==> src/rtl/wb_check_pkg.sv <==
// Shared types for the writeback checker: checker state and the expected-entry record.
// Widths follow the rv32i core's register file.
package wb_check_pkg;

    localparam int WB_XLEN = 32;
    localparam int WB_AW   = 5;

    typedef enum logic [1:0] {
        ST_IDLE,
        ST_RUN,
        ST_PASS,
        ST_FAIL
    } state_t;

    typedef struct packed {
        logic [WB_AW-1:0]   addr;
        logic [WB_XLEN-1:0] data;
    } exp_entry_t;

endpackage

==> src/rtl/sync_fifo.sv <==
// Single-clock FIFO with show-ahead read data; pushes when full and pops when empty are ignored.
// DEPTH must be a power of two so the pointers wrap naturally.
module sync_fifo #(
    parameter int WIDTH = 8,
    parameter int DEPTH = 16
) (
    input  logic                       clk,
    input  logic                       rst_n,
    input  logic                       i_push,
    input  logic                       i_pop,
    input  logic [WIDTH-1:0]           i_wdata,
    output logic [WIDTH-1:0]           o_rdata,
    output logic                       o_full,
    output logic                       o_empty,
    output logic [$clog2(DEPTH):0]     o_count
);

    localparam int PW = $clog2(DEPTH);

    logic [WIDTH-1:0] r_mem [DEPTH];
    logic [PW-1:0]    r_wr_ptr;
    logic [PW-1:0]    r_rd_ptr;
    logic [PW:0]      r_count;
    logic             w_push;
    logic             w_pop;

    assign o_full  = (r_count == (PW+1)'(DEPTH));
    assign o_empty = (r_count == '0);
    assign o_count = r_count;
    assign o_rdata = r_mem[r_rd_ptr];
    assign w_push  = i_push && !o_full;
    assign w_pop   = i_pop && !o_empty;

    always_ff @(posedge clk) begin
        if (!rst_n) begin
            r_wr_ptr <= '0;
            r_rd_ptr <= '0;
            r_count  <= '0;
        end else begin
            if (w_push) r_wr_ptr <= r_wr_ptr + 1'b1;
            if (w_pop)  r_rd_ptr <= r_rd_ptr + 1'b1;
            case ({w_push, w_pop})
                2'b10:   r_count <= r_count + 1'b1;
                2'b01:   r_count <= r_count - 1'b1;
                default: r_count <= r_count;
            endcase
        end
    end

    // Storage is not reset; the count alone decides which slots are valid.
    always_ff @(posedge clk) begin
        if (w_push) r_mem[r_wr_ptr] <= i_wdata;
    end

endmodule

==> src/rtl/wb_check_unit.sv <==
// Compares retiring register-file writes, in order, against a preloaded list of expected writebacks.
// Sticky pass/fail verdict, a no-progress watchdog and first-mismatch diagnostics.
module wb_check_unit
    import wb_check_pkg::*;
#(
    parameter int XLEN    = WB_XLEN,
    parameter int AW      = WB_AW,
    parameter int DEPTH   = 16,
    parameter int TIMEOUT = 1024
) (
    input  logic                     clk,
    input  logic                     rst_n,
    input  logic                     exp_valid,
    output logic                     exp_ready,
    input  logic [AW-1:0]            exp_addr,
    input  logic [XLEN-1:0]          exp_data,
    input  logic                     start,
    input  logic                     wb_valid,
    input  logic [AW-1:0]            wb_addr,
    input  logic [XLEN-1:0]          wb_data,
    output logic                     done,
    output logic                     pass,
    output logic                     fail,
    output logic                     timeout,
    output logic [$clog2(DEPTH):0]   fail_idx,
    output logic [AW-1:0]            got_addr,
    output logic [XLEN-1:0]          got_data,
    output logic [AW-1:0]            want_addr,
    output logic [XLEN-1:0]          want_data,
    output logic [$clog2(DEPTH):0]   count
);

    localparam int IW  = $clog2(DEPTH) + 1;
    localparam int EW  = AW + XLEN;
    localparam int WDW = $clog2(TIMEOUT + 1);

    state_t          r_state;
    logic            r_pass;
    logic            r_fail;
    logic            r_timeout;
    logic [IW-1:0]   r_idx;
    logic [IW-1:0]   r_fail_idx;
    logic [AW-1:0]   r_got_addr;
    logic [XLEN-1:0] r_got_data;
    logic [AW-1:0]   r_want_addr;
    logic [XLEN-1:0] r_want_data;
    logic [WDW-1:0]  r_wdog;

    logic            w_push;
    logic            w_full;
    logic            w_empty;
    logic [IW-1:0]   w_count;
    logic [EW-1:0]   w_head;
    logic [AW-1:0]   w_head_addr;
    logic [XLEN-1:0] w_head_data;
    logic            w_qual;
    logic            w_match;

    assign exp_ready   = (r_state == ST_IDLE) && !w_full;
    assign w_push      = exp_valid && exp_ready;
    assign w_head_addr = w_head[EW-1:XLEN];
    assign w_head_data = w_head[XLEN-1:0];
    assign w_qual      = wb_valid && (wb_addr != '0);
    assign w_match     = (r_state == ST_RUN) && w_qual &&
                         (wb_addr == w_head_addr) && (wb_data == w_head_data);

    sync_fifo #(
        .WIDTH (EW),
        .DEPTH (DEPTH)
    ) u_fifo (
        .clk     (clk),
        .rst_n   (rst_n),
        .i_push  (w_push),
        .i_pop   (w_match),
        .i_wdata ({exp_addr, exp_data}),
        .o_rdata (w_head),
        .o_full  (w_full),
        .o_empty (w_empty),
        .o_count (w_count)
    );

    // A match outranks both a mismatch verdict and the watchdog on the same edge.
    always_ff @(posedge clk) begin
        if (!rst_n) begin
            r_state     <= ST_IDLE;
            r_pass      <= 1'b0;
            r_fail      <= 1'b0;
            r_timeout   <= 1'b0;
            r_idx       <= '0;
            r_fail_idx  <= '0;
            r_got_addr  <= '0;
            r_got_data  <= '0;
            r_want_addr <= '0;
            r_want_data <= '0;
            r_wdog      <= '0;
        end else begin
            case (r_state)
                ST_IDLE: begin
                    if (start) begin
                        r_idx  <= '0;
                        r_wdog <= '0;
                        if (w_empty && !w_push) begin
                            r_state <= ST_PASS;
                            r_pass  <= 1'b1;
                        end else begin
                            r_state <= ST_RUN;
                        end
                    end
                end
                ST_RUN: begin
                    if (w_match) begin
                        r_idx  <= r_idx + 1'b1;
                        r_wdog <= '0;
                        if (w_count == IW'(1)) begin
                            r_state <= ST_PASS;
                            r_pass  <= 1'b1;
                        end
                    end else if (w_qual) begin
                        r_state     <= ST_FAIL;
                        r_fail      <= 1'b1;
                        r_fail_idx  <= r_idx;
                        r_got_addr  <= wb_addr;
                        r_got_data  <= wb_data;
                        r_want_addr <= w_head_addr;
                        r_want_data <= w_head_data;
                    end else if (r_wdog == WDW'(TIMEOUT - 1)) begin
                        r_state     <= ST_FAIL;
                        r_fail      <= 1'b1;
                        r_timeout   <= 1'b1;
                        r_fail_idx  <= r_idx;
                        r_got_addr  <= '0;
                        r_got_data  <= '0;
                        r_want_addr <= w_head_addr;
                        r_want_data <= w_head_data;
                    end else begin
                        r_wdog <= r_wdog + 1'b1;
                    end
                end
                default: begin
                end
            endcase
        end
    end

    assign pass      = r_pass;
    assign fail      = r_fail;
    assign done      = r_pass | r_fail;
    assign timeout   = r_timeout;
    assign fail_idx  = r_fail_idx;
    assign got_addr  = r_got_addr;
    assign got_data  = r_got_data;
    assign want_addr = r_want_addr;
    assign want_data = r_want_data;
    assign count     = w_count;

endmodule

==> config.mk <==
export PLATFORM = sky130hd
export DESIGN_NAME = wb_check_unit
export DESIGN_NICKNAME = d
export VERILOG_FILES = /design/src/rtl/wb_check_pkg.sv /design/src/rtl/sync_fifo.sv /design/src/rtl/wb_check_unit.sv
export SDC_FILE = /design/constraint.sdc
export NUM_CORES = 1
export LEC_CHECK = 0
export CAP_MARGIN = 30
export CORE_AREA = 2 2 267 269
export CTS_BUF_LIST = sky130_fd_sc_hd__clkbuf_16
export CTS_CLUSTER_DIAMETER = 60
export DETAILED_ROUTE_END_ITERATION = 16
export DIE_AREA = 0 0 269 271
export PLACE_DENSITY = 0.62
export SLEW_MARGIN = 20
export SYNTH_ARGS = -nofsm -noshare
export SYNTH_HDL_FRONTEND = slang
export SYNTH_HIERARCHICAL = 1
export SYNTH_SLANG_ARGS = --single-unit
==> constraint.sdc <==
create_clock -name clk -period 5.57 [get_ports clk]
set_clock_uncertainty 0.05 [all_clocks]
set_input_delay 0.557 -clock clk [delete_from_list [all_inputs] [get_ports clk]]
set_output_delay 0.557 -clock clk [all_outputs]
set_load 0.03 [all_outputs]
======== Word level (Yosys, flattened, before mapping) ========
Memory sizes are Yosys's and may differ from the RTL's. A register that Yosys moved wholly into a read port is not among the register bits.
Cells that the tools add are included.
word-level totals
  output and inout port bits .............. 89
  memories kept ........................... 1
  logic and storage cells ................. 101
  bits in writable memories ............... 592
  input port bits ......................... 79
  bits in registers ....................... 113
cells by class
  add/sub/neg operators ................... 6
  reduce and logical (&&, ||, !) cells .... 24
  bitwise operators ....................... 3
  equal/unequal tests ..................... 16
  mux-type cells .......................... 37
memories
  name          words  width  read ports  clocked after memory_dff  wr ports  RTL line         text
  u_fifo.r_mem  16     37     1           1                         1         sync_fifo.sv:20  logic [WIDTH-1:0] r_mem [DEPTH];
operators by type and width
  kind                                                                     count
  32-bit 2-to-1 mux                                                        4
  11-bit 2-to-1 mux                                                        4
  5-bit 2-to-1 mux                                                         8
  32-bit equality test                                                     1
  11-bit case mux with 2 select lines                                      1
  5-bit case mux with 2 select lines                                       2
  2-bit 2-to-1 mux                                                         6
  4-bit AND reduction                                                      3
  11-bit by 1-bit adder with 11-bit output, second input constant          1
  11-bit by 10-bit equality test with 1-bit output, second input constant  1
  5-bit by 1-bit adder with 5-bit output, second input constant            2
  1-bit logical AND                                                        9
  4-bit by 1-bit adder with 4-bit output, second input constant            2
  1-bit 2-to-1 mux                                                         8
  4-bit 2-to-1 mux                                                         2
  2-bit by 1-bit inequality test with 1-bit output, second input constant  3
  3-bit by 2-bit inequality test with 1-bit output, second input constant  2
  3-bit AND reduction                                                      2
  2-bit nonzero test                                                       3
  5-bit by 1-bit equality test with 1-bit output, second input constant    1
  5-bit equality test                                                      1
  5-bit equality test, second input constant                               1
  5-bit zero test                                                          1
  5-bit AND reduction                                                      1
  13 further kinds                                                         17

======== Logic depth before layout (Yosys ltp) ========
  word-level depth ........................ 9
  gate-level depth with buffers ........... 21
  mapped depth without buffers ............ 16

======== By module ========
The synthesis kept the hierarchy.
by module, submodules not included
  module         cells each  area an instance (µm²)  sequential area each (µm²)  times used
  sync_fifo      1031        23077.1                 18117.4                     1
  wb_check_unit  547         4624.4                  2001.9                      1

======== Worst setup path after synthesis ========
No wires, ideal clock.
  kind .................................... flip-flop to flip-flop
  from .................................... register u_fifo.r_count[2], in the netlist u_fifo/o_count[2]
  to ...................................... memory u_fifo/r_mem[0][0] (netlist name), enable pin
  buffers on the path ..................... 3
  path slack .............................. 166 ps
  clock period less this slack ............ 5404 ps
  data required time ...................... 5043 ps
  arrival ................................. 4876 ps
  stages on the path, launching flop included .. 12
  path through ............................ dfxtp_1 -> buf_2 -> or4_4 -> buf_6 -> nor2_1 -> nor3_1 -> nand2_1 -> inv_1 -> o21a_1 -> buf_6 -> nand2_1 -> nor3_1
on the way
  cells in the longest elaborated chain, start to end .. 7
RTL lines
  item                                    RTL line             text
  start, declared                         sync_fifo.sv:23      logic [PW:0] r_count;
  start signal, assigned                  sync_fifo.sv:43      2'b10: r_count <= r_count + 1'b1;
  start signal, assigned                  sync_fifo.sv:44      2'b01: r_count <= r_count - 1'b1;
  start signal, assigned                  sync_fifo.sv:45      default: r_count <= r_count;
  5-bit equality test                     sync_fifo.sv:27      assign o_full = (r_count == (PW+1)'(DEPTH));
  named net w_full                        wb_check_unit.sv:50  logic w_full;
  1-bit zero test                         wb_check_unit.sv:59  assign exp_ready = (r_state == ST_IDLE) && !w_full;
  1-bit logical AND                       wb_check_unit.sv:59
  named net exp_ready                     wb_check_unit.sv:14  output logic exp_ready,
  1-bit logical AND                       wb_check_unit.sv:60  assign w_push = exp_valid && exp_ready;
  named net w_push                        wb_check_unit.sv:49  logic w_push;
  1-bit logical AND                       sync_fifo.sv:31      assign w_push = i_push && !o_full;
  1-bit 2-to-1 mux                        sync_fifo.sv:52      if (w_push) r_mem[r_wr_ptr] <= i_wdata;
  1-bit 2-to-1 mux (not written as such)  sync_fifo.sv:52
  end, declared                           sync_fifo.sv:20
The timed path passes the listed nets, and every way through them passes these cells.

==> flow_metrics.tcl <==
set metrics [dict create \
    clk_pin_slew_ns 0.06 \
    port_buffers 167 \
    rsz0062_at_grt "false" \
    crit_path_end_kind "flop" \
    async_reset_ff_frac 0 \
    synth_seq_area_share 0.726 \
    ys.flop_type "edfxtp_1" \
    gr-total-overflow 0 \
    cts_tree "yes" \
    routed_wl_um 70100 \
    core.rowCount 97 \
    track_usage 0.193 \
    htreeDepth 3 \
    num_vias 15264 \
    cts_buffer_depth 3 \
    synth_area_leaders "edfxtp_1 (64%), mux4_2 (12%), dfxtp_1 (8.5%), nand2_1 (2.1%), a22oi_1 (2.0%)" \
    critPathArrivalTime_ns 5.57 \
    status "finished, final reports clean" \
    die_x_um 269 \
    cts_sinks 709 \
    viasPerCell 5.50 \
    hold_class "input pin to flop" \
    dieHeight_um 271 \
    first_pass_iters 5 \
    first_iter_violations 1441 \
    timing.final.crit_period_ns 5.08 \
    syn_inst 1578 \
    ys_top_cells_by_count "edfxtp_1 (592), nand2_1 (153), mux4_2 (148)" \
    synth_area_mm2 0.0277 \
    fmax_mhz 197 \
    finalHoldViolCount 0 \
    initial_core_util 0.397 \
    max_slew_margin 0.396 \
    core_mm2 0.0698 \
    postCtsResizedCells 0 \
    postCtsHoldBufs 0 \
    clock_latency_ns 0.62 \
    die_area_mm2 0.0729 \
    cap_violations 0 \
    root_buffer "clkbuf_16" \
    drc 0 \
    fin_nets 1867 \
    yosysMostFrequentCell "edfxtp_1" \
    powerDensity_mw_per_mm2 376 \
    grt_pass1_wl_um 102000 \
    vdd_drop_max_v 0.000210 \
    tightest_slew_ns 0.904 \
    yosys_warnings 6 \
    syn_nets 1667 \
    setup_violations 0 \
    dp_hpwl_um 41700 \
    cp_data_required_time_ns 6.05 \
    post-synth-top-area-fraction 0.642 \
    critPathKind "flop to flop" \
    ant_nets 0 \
    synthToLayoutAreaGrowth_pct 19.9 \
    synth_area_per_cell_um2 17.6 \
    io_pins 168 \
    antenna_found_initial 6 \
    yosysTopAreaCell "edfxtp_1" \
    cp_max_fo 58 \
    synth_cell_types 53 \
    yosys_register_bits 709 \
    critPathLaunchType "flop" \
    grt_max_degree 103 \
    drive_above_1_share 0.181 \
    wl_per_cell_um 25.3 \
    gp_congestion 0.804 \
    cts_setup_buffers 0 \
    grt_pass1_vias 15381 \
    numCtsBuffers 75 \
    fin_crit_sh 0.912 \
    p_total_mw 12.5 \
    p_leak_nw 10.6 \
    drv_slew 0 \
    synth_edf_count 592 \
    tns_ns 0 \
]
[path summary, 6_finish.rpt]
kind / start / end / slack (ns) / cells past startpoint
max: flop / u_fifo/o_count[4]$_SDFFE_PN0P_ / 0.49 / 16
min: rst_n / timeout$_SDFFE_PN0P_ / 0.26 / 2
max reg2reg: flop / u_fifo/o_count[4]$_SDFFE_PN0P_ / 0.49 / 16
min reg2reg: fail_idx[4]$_SDFFE_PN0P_ / fail_idx[4]$_SDFFE_PN0P_ / 0.41 / 2
[sequential cells by signal, indices dropped and copies added, names as in the netlist, named ones only]
name,flops
timeout,1
r_wdog,11
want_data,32
u_fifo/r_wr_ptr,4
got_addr,5
fail_idx,5
u_fifo/o_count,5
pass,1
r_state,2
u_fifo/r_mem,592
u_fifo/r_rd_ptr,4
fail,1
want_addr,5
got_data,32
r_idx,5
[cells in the final DEF, fill, tap and decap left out, types with 9 or more instances in the layout]
cell type | Yosys | final
nand4_1 | 17 | 17
and3_1 | 37 | 37
nand2_1 | 153 | 153
a21boi_0 | 49 | 49
a21oi_1 | 18 | 18
clkdlybuf4s50_1 | 0 | 166
nor3_1 | 14 | 10
o21ai_0 | 10 | 9
inv_1 | 8 | 27
dfxtp_1 | 117 | 115
clkinv_2 | 0 | 10
a22oi_1 | 74 | 74
nor2_4 | 0 | 13
nand3_1 | 15 | 15
xor2_1 | 13 | 13
ha_1 | 10 | 10
xnor2_1 | 30 | 30
buf_12 | 0 | 12
clkinv_1 | 0 | 10
o21a_1 | 43 | 43
clkbuf_16 | 0 | 77
mux4_2 | 148 | 148
and2_1 | 34 | 33
buf_4 | 2 | 35
nor2_1 | 41 | 28
edfxtp_1 | 592 | 592
[stage by stage]
stage	hold WS, ns	util	instance area, um^2	worst slack [ns]	instances
final	0.256	0.476	33200	0.488	2777
after global routing	0.258	0.476	33200	0.251	2775
after CTS	0.413	0.475	33200	0.529	2771
after detailed placement	0.403	0.441	30800	0.590	2639
after global placement	0.397	0.441	30800	0.520	2639
after floorplan	0.379	-	27700	0.166	1578
[metal layers]
layer  track usage  vias up  wire length, um  share of wire
met5             0        -               12        0.00017
met2         0.309      580            33400           0.48
met1         0.267     7934            29700           0.42
li1              -     6640                -              -
met4        0.0635        2             1810          0.026
met3        0.0365      108             5280          0.075
[critical path, cell delays in order, from the launching register on]
cell	delay, ns
dfxtp_4	0.39
buf_12	0.41
mux4_2	0.58
a22oi_1	0.21
nand2_1	0.16
xnor2_1	0.59
nand4_1	0.20
or4_1	0.60
nor3_4	0.22
o21ai_4	0.12
inv_1	0.07
ha_1	0.17
buf_4	0.15
ha_1	0.27
o21a_1	0.21
a221oi_1	0.33
mux2i_1	0.21
[cells by family after synthesis]
logic type      after synthesis  share of synthesized area
flops                       709                      0.726
buf+inv                     100                     0.0156
fa+ha+maj                    10                    0.00452
simple gates                349                     0.0616
compound gates              212                     0.0556
xor+xnor                     43                     0.0136
mux                         155                      0.123
[area by class of cell]
cell class | instances | area (um^2)
fillers | 5783 | 36600
flip-flops and latches | 709 | 20100
multi-input cells | 769 | 7300
repair buffers | 214 | 2190
clock buffers | 77 | 1930
well taps | 940 | 1180
clock inverters | 55 | 445
inverters | 9 | 33.8
diodes | 4 | 10.0
[where the power goes]
group	total (mW)	switching (mW)	leakage, nW	internal [mW]
sequential	6.12	0.100	6.29	6.02
combinational	1.56	1.02	3.09	0.535
clock	4.80	2.01	1.24	2.79
total	12.5	3.14	10.6	9.34
No activity file was read; power rests on OpenSTA's default activity.
